### config.mk
export PLATFORM = sky130hd
export DESIGN_NAME = ddr_wr_burst_ctrl
export DESIGN_NICKNAME = d
export VERILOG_FILES = /design/src/rtl/ddr_pkg.sv /design/src/rtl/ddr_wr_burst_ctrl.sv
export SDC_FILE = /design/constraint.sdc
export NUM_CORES = 1
export LEC_CHECK = 0
export CORE_UTILIZATION = 30
export DETAILED_ROUTE_END_ITERATION = 7
export GPL_ROUTABILITY_DRIVEN = 1
export PLACE_DENSITY = 0.67
export SYNTH_ARGS = -nofsm -noshare
export SYNTH_HDL_FRONTEND = slang
export SYNTH_SLANG_ARGS = --single-unit
export TNS_END_PERCENT = 50
### constraint.sdc
create_clock -name mem_clk -period 2.95 [get_ports mem_clk]
set_input_delay 0.4425 -clock mem_clk [delete_from_list [all_inputs] [get_ports mem_clk]]
set_output_delay 0.4425 -clock mem_clk [all_outputs]
set_load 0.02 [all_outputs]
### src/rtl/ddr_pkg.sv
// Shared DDR write-side definitions: FSM state encoding and DDR port widths.
// Pure declarations; no logic, no latency, no flow control.
package ddr_pkg;

    localparam int DDR_LEN_W  = 10;
    localparam int DDR_DATA_W = 64;

    typedef enum logic [2:0] {
        ST_IDLE     = 3'd0,
        ST_REQ      = 3'd1,
        ST_DATA     = 3'd2,
        ST_WAIT_FIN = 3'd3,
        ST_NEXT     = 3'd4
    } state_t;

endpackage

### src/rtl/ddr_wr_burst_ctrl.sv
// Drains the video write FIFO into fixed-length DDR write bursts with frame-linear addressing.
// rd_en is combinational on wr_burst_data_req (data 1 cycle later); bursts start only with BURST_LEN words buffered.
module ddr_wr_burst_ctrl
    import ddr_pkg::*;
#(
    parameter int BURST_LEN   = 128,
    parameter int LEVEL_W     = 10,
    parameter int ADDR_W      = 28,
    parameter int FRAME_BASE  = 0,
    parameter int FRAME_WORDS = 393216
) (
    input  logic                  mem_clk,
    input  logic                  rst,
    input  logic                  frame_start,
    input  logic [LEVEL_W-1:0]    rd_water_level,
    output logic                  rd_en,
    input  logic [DDR_DATA_W-1:0] rd_data,
    output logic                  wr_burst_req,
    output logic [DDR_LEN_W-1:0]  wr_burst_len,
    output logic [ADDR_W-1:0]     wr_burst_addr,
    input  logic                  wr_burst_data_req,
    output logic [DDR_DATA_W-1:0] wr_burst_data,
    input  logic                  wr_burst_finish,
    output logic                  busy,
    output logic                  overrun_err
);

    localparam int                 CNT_W  = $clog2(BURST_LEN) + 1;
    localparam logic [CNT_W-1:0]   LAST   = CNT_W'(BURST_LEN);
    localparam logic [LEVEL_W-1:0] LVL_TH = LEVEL_W'(BURST_LEN);
    localparam logic [ADDR_W-1:0]  BASE_A = ADDR_W'(FRAME_BASE);
    localparam logic [ADDR_W-1:0]  END_A  = ADDR_W'(FRAME_BASE + FRAME_WORDS);
    localparam logic [ADDR_W-1:0]  STEP_A = ADDR_W'(BURST_LEN);

    state_t             state;
    logic [ADDR_W-1:0]  addr;
    logic [CNT_W-1:0]   beat_cnt;
    logic               pend_frame;
    logic               fin_early;

    logic               beat_ok;
    logic [CNT_W-1:0]   cnt_nxt;
    logic [ADDR_W-1:0]  addr_inc;

    // Beats are only honoured while a burst is open and the per-burst cap is not hit,
    // which is what makes FIFO underflow impossible.
    assign beat_ok  = wr_burst_data_req && (beat_cnt < LAST) &&
                      ((state == ST_REQ) || (state == ST_DATA));
    assign cnt_nxt  = beat_cnt + {{(CNT_W-1){1'b0}}, beat_ok};
    assign addr_inc = addr + STEP_A;

    assign rd_en         = beat_ok;
    assign wr_burst_req  = (state == ST_REQ);
    assign wr_burst_addr = addr;
    assign wr_burst_len  = DDR_LEN_W'(BURST_LEN);
    assign wr_burst_data = rd_data;
    assign busy          = (state != ST_IDLE);

    always_ff @(posedge mem_clk or posedge rst) begin
        if (rst) begin
            state       <= ST_IDLE;
            addr        <= BASE_A;
            beat_cnt    <= '0;
            pend_frame  <= 1'b0;
            fin_early   <= 1'b0;
            overrun_err <= 1'b0;
        end else begin
            case (state)
                ST_IDLE: begin
                    if (frame_start)
                        addr <= BASE_A;
                    if (rd_water_level >= LVL_TH)
                        state <= ST_REQ;
                end
                ST_REQ: begin
                    if (wr_burst_data_req) begin
                        beat_cnt <= cnt_nxt;
                        state    <= ST_DATA;
                    end
                end
                ST_DATA: begin
                    beat_cnt <= cnt_nxt;
                    // An early finish is remembered so WAIT_FIN does not wait for a second one.
                    if (wr_burst_finish) begin
                        fin_early <= 1'b1;
                        if (cnt_nxt != LAST)
                            overrun_err <= 1'b1;
                        state <= ST_WAIT_FIN;
                    end else if (cnt_nxt == LAST) begin
                        state <= ST_WAIT_FIN;
                    end
                end
                ST_WAIT_FIN: begin
                    if (wr_burst_data_req)
                        overrun_err <= 1'b1;
                    if (wr_burst_finish || fin_early) begin
                        if (beat_cnt != LAST)
                            overrun_err <= 1'b1;
                        state <= ST_NEXT;
                    end
                end
                ST_NEXT: begin
                    if (pend_frame || frame_start || (addr_inc == END_A))
                        addr <= BASE_A;
                    else
                        addr <= addr_inc;
                    pend_frame <= 1'b0;
                    fin_early  <= 1'b0;
                    beat_cnt   <= '0;
                    state      <= ST_IDLE;
                end
                default: state <= ST_IDLE;
            endcase

            // A frame restart never aborts the running burst; it retargets the next one.
            if (frame_start && (state != ST_IDLE) && (state != ST_NEXT))
                pend_frame <= 1'b1;
        end
    end

endmodule

==> results.toml <==
[finish]
num_antenna_cells = 0
finalInstanceArea_sq_um = 3160
area_delta_synth_final_pct = 1.69
final_cell_mix = "44 x nand2_1, 35 x dfrtp_1, 32 x clkdlybuf4s50_1"
drive_gt1_frac = 0.101
finalNetCount = 439
final_common_cell = "nand2_1"

[synthesis]
ys_warn_count = 0
async_flop_share = 1.00
synth.distinct_cells = 56
synthDominantCellAreaShare = 0.281
yosysTopAreaCell = "dfrtp_1"
synthCells = 389
synth.avg_cell_area_sq_um = 8.00
postSynth.topFlopCell = "dfrtp_1"
ys_top_cells_by_area = "dfrtp_1 28%, buf_4 20%, nand2_1 5.3%"
synth_edf_count = 0
netlist_area_sq_um = 3110
ys_ff_latch = 35
ys_seq_area_frac = 0.281

[setup_path]
crit_chain = "ha_1 -> nand4_2 -> nor4_4 -> nand4_1 -> a22oi_1 -> nand4_2 -> buf_4 -> a41oi_1 -> a31oi_1"
slowest_stage = "dfrtp_1"
r2r-end = "wr_burst_addr[12]"
rr_startpoint = "wr_burst_addr[7]"
cp_max_fo = 10
setup.worst_path.end_class = "flop"
slowest_delay_ns = 0.47
r2r_cells = 9
start_kind = "flop"
path_class = "reg -> reg"
crit_arrival_ns = 2.87
reg2reg_slack_ns = 0.24
required_ns = 3.11
crit_path_frequent_cell = "nand4_2"

[cts]
clk_transition_reported_paths_ns = 0.08
clock_sinks = 35
cts_setup_buffers = 0
holdBufCountCts = 0
clockRootBuffer = "clkbuf_8"
cts_buffers = 5
clk_path_buf_depth = 2
ctsResizeCount = 0
h-tree-depth = 2
tritoncts = "done"
insertion_delay_ns = 0.30

[power_and_ir_drop]
powerDensity_nw_per_um2 = 481
power.share.clock = 0.268
p_sw_frac = 0.382
p_int_w = 0.000940
p_sw_w = 0.000581
pwr-share-comb = 0.360
p_leak_nw = 1.30
peakVddDrop_uv = 369
power_frac_seq = 0.372

[sta]
rsz0062_at_grt = "false"
setup_ws_ns = 0.243
period_share = 0.918
report.final.slew_viol_count = 0
clock.fmax_ghz = 0.369
finalSetupViolCount = 0
max_slew.worst_pin.slew_ns = 0.730
relSlewSlack = 0.510
hold_violations = 0
whs_ns = 0.478
min_period_ns = 2.71
final.setup_skew_ns = 0.0119

[run]
drv_cap = 0

[route]
vias_per_cell = 5.24
route.detailed.drc = 0
vias = 2575
routed_wirelength_mm = 7.05
drtIter0Drc = 143
dr.pass1.iters = 4
wl_per_cell_um = 14.4
drtAntennaViolNets = 0

[placement]
globalplace.congestion = 0.884
postPlaceCellArea_sq_um = 3060
io_buffers = 32
dp_hpwl_mm = 4.99
pre_cts_slack_ns = -0.0223

[worst_hold_path]
min_path_cells = 1
min-delay-start = "overrun_err"
hold_class = "reg -> reg"
min_to = "overrun_err"

[grt]
grt_antenna_before_repair = 0
use_met3 = 0.0334
grt_max_degree = 36
grt-busiest-layer = "met2"
grt_pass1_vias = 2384
use_met1 = 0.164
grt_pass1_wl_mm = 11.6
use_met2 = 0.216
track_usage = 0.131
grt.overflow.total = 0

[die]
rows = 36
core_area_sq_um = 9910
ios = 185
fp.dieH_um = 104
initial_core_util = 0.314
die_w_um = 104
die-area_sq_um = 10800

[status]
outcome = "completed"
## state kept, by name (all words and copies together) (netlist names)
signal	cells
wr_burst_addr	21
beat_cnt	8
state	3
fin_early	1
overrun_err	1
pend_frame	1
## critical path: cells and delay by family (launching register included)
kind,cells,cell delay [ns]
flops,1,0.47
compound gates,3,0.54
fa+ha+maj,1,0.40
simple gates,4,0.99
buf+inv,1,0.18
## synth_stat cells, types with 6 or more instances
| cell type | instances |
|---|---|
| a21oi_1 | 11 |
| nand3_1 | 20 |
| dfrtp_1 | 35 |
| nand2_1 | 44 |
| a31oi_1 | 13 |
| o21ai_0 | 30 |
| and3_1 | 7 |
| nor2_1 | 26 |
| xor2_1 | 6 |
| nor3_1 | 6 |
| nand4_1 | 6 |
| clkbuf_1 | 9 |
| inv_1 | 8 |
| buf_4 | 82 |
## power by group through the flow
stage                     Clock [W]  Sequential [W]  Combinational, W
after CTS                  0.000421        0.000565          0.000550
final                      0.000408        0.000566          0.000547
after global placement            0        0.000570          0.000536
after detailed placement          0        0.000575          0.000547
after global routing       0.000438        0.000572          0.000614
after floorplan                   0        0.000555          0.000532
## layer usage
metal / up-vias / wire length, um
met1: 1251 / 3110
met2: 98 / 3470
met4: 0 / 68
met5: - / 0
met3: 10 / 405
li1: 1216 / -
## per-stage QoR
stage / TNS (ns) / power (W) / utilization / cells
6_report: 0 / 0.00152 / 0.319 / 491
5_1_grt: 0 / 0.00162 / 0.319 / 491
4_1_cts: 0 / 0.00154 / 0.319 / 491
3_5_place_dp: -0.0430 / 0.00112 / 0.309 / 483
3_3_place_gp: 0 / 0.00111 / 0.309 / 483
2_1_floorplan: 0 / 0.00109 / - / 404
## cells by family (layout without fill, tap and decap cells)
kind of cell	Yosys count	in the layout	share of synthesized area
other cells	2	17	0.00241
simple gates	145	145	0.264
xor+xnor	10	10	0.0281
compound gates	86	86	0.176
fa+ha+maj	3	3	0.0121
buf+inv	108	62	0.236
flops	35	35	0.281
## worst max-delay path by stage
stage	startpoint	end	slack [ns]	cells past startpoint
5_1_grt	wr_burst_addr[7]	wr_burst_addr[12]	0.007	9
4_1_cts	wr_burst_addr[7]	wr_burst_addr[12]	0.26	9
2_1_floorplan	state[1]	overrun_err	0.07	11
3_5_place_dp	wr_burst_data_req	overrun_err	-0.02	10
6_report	wr_burst_addr[7]	wr_burst_addr[12]	0.24	9
3_3_place_gp	wr_burst_data_req	overrun_err	0.09	10
## area by class of cell
class / count / area, sq um
Multi-Input combinational cell: 261 / 1560
Fill cell: 1056 / 6750
Clock inverter: 1 / 7.51
Sequential cell: 35 / 876
Inverter: 8 / 30.0
Clock buffer: 7 / 96.3
Tap cell: 133 / 166
Timing Repair Buffer: 46 / 425
No activity file was read; power rests on OpenSTA's default activity.
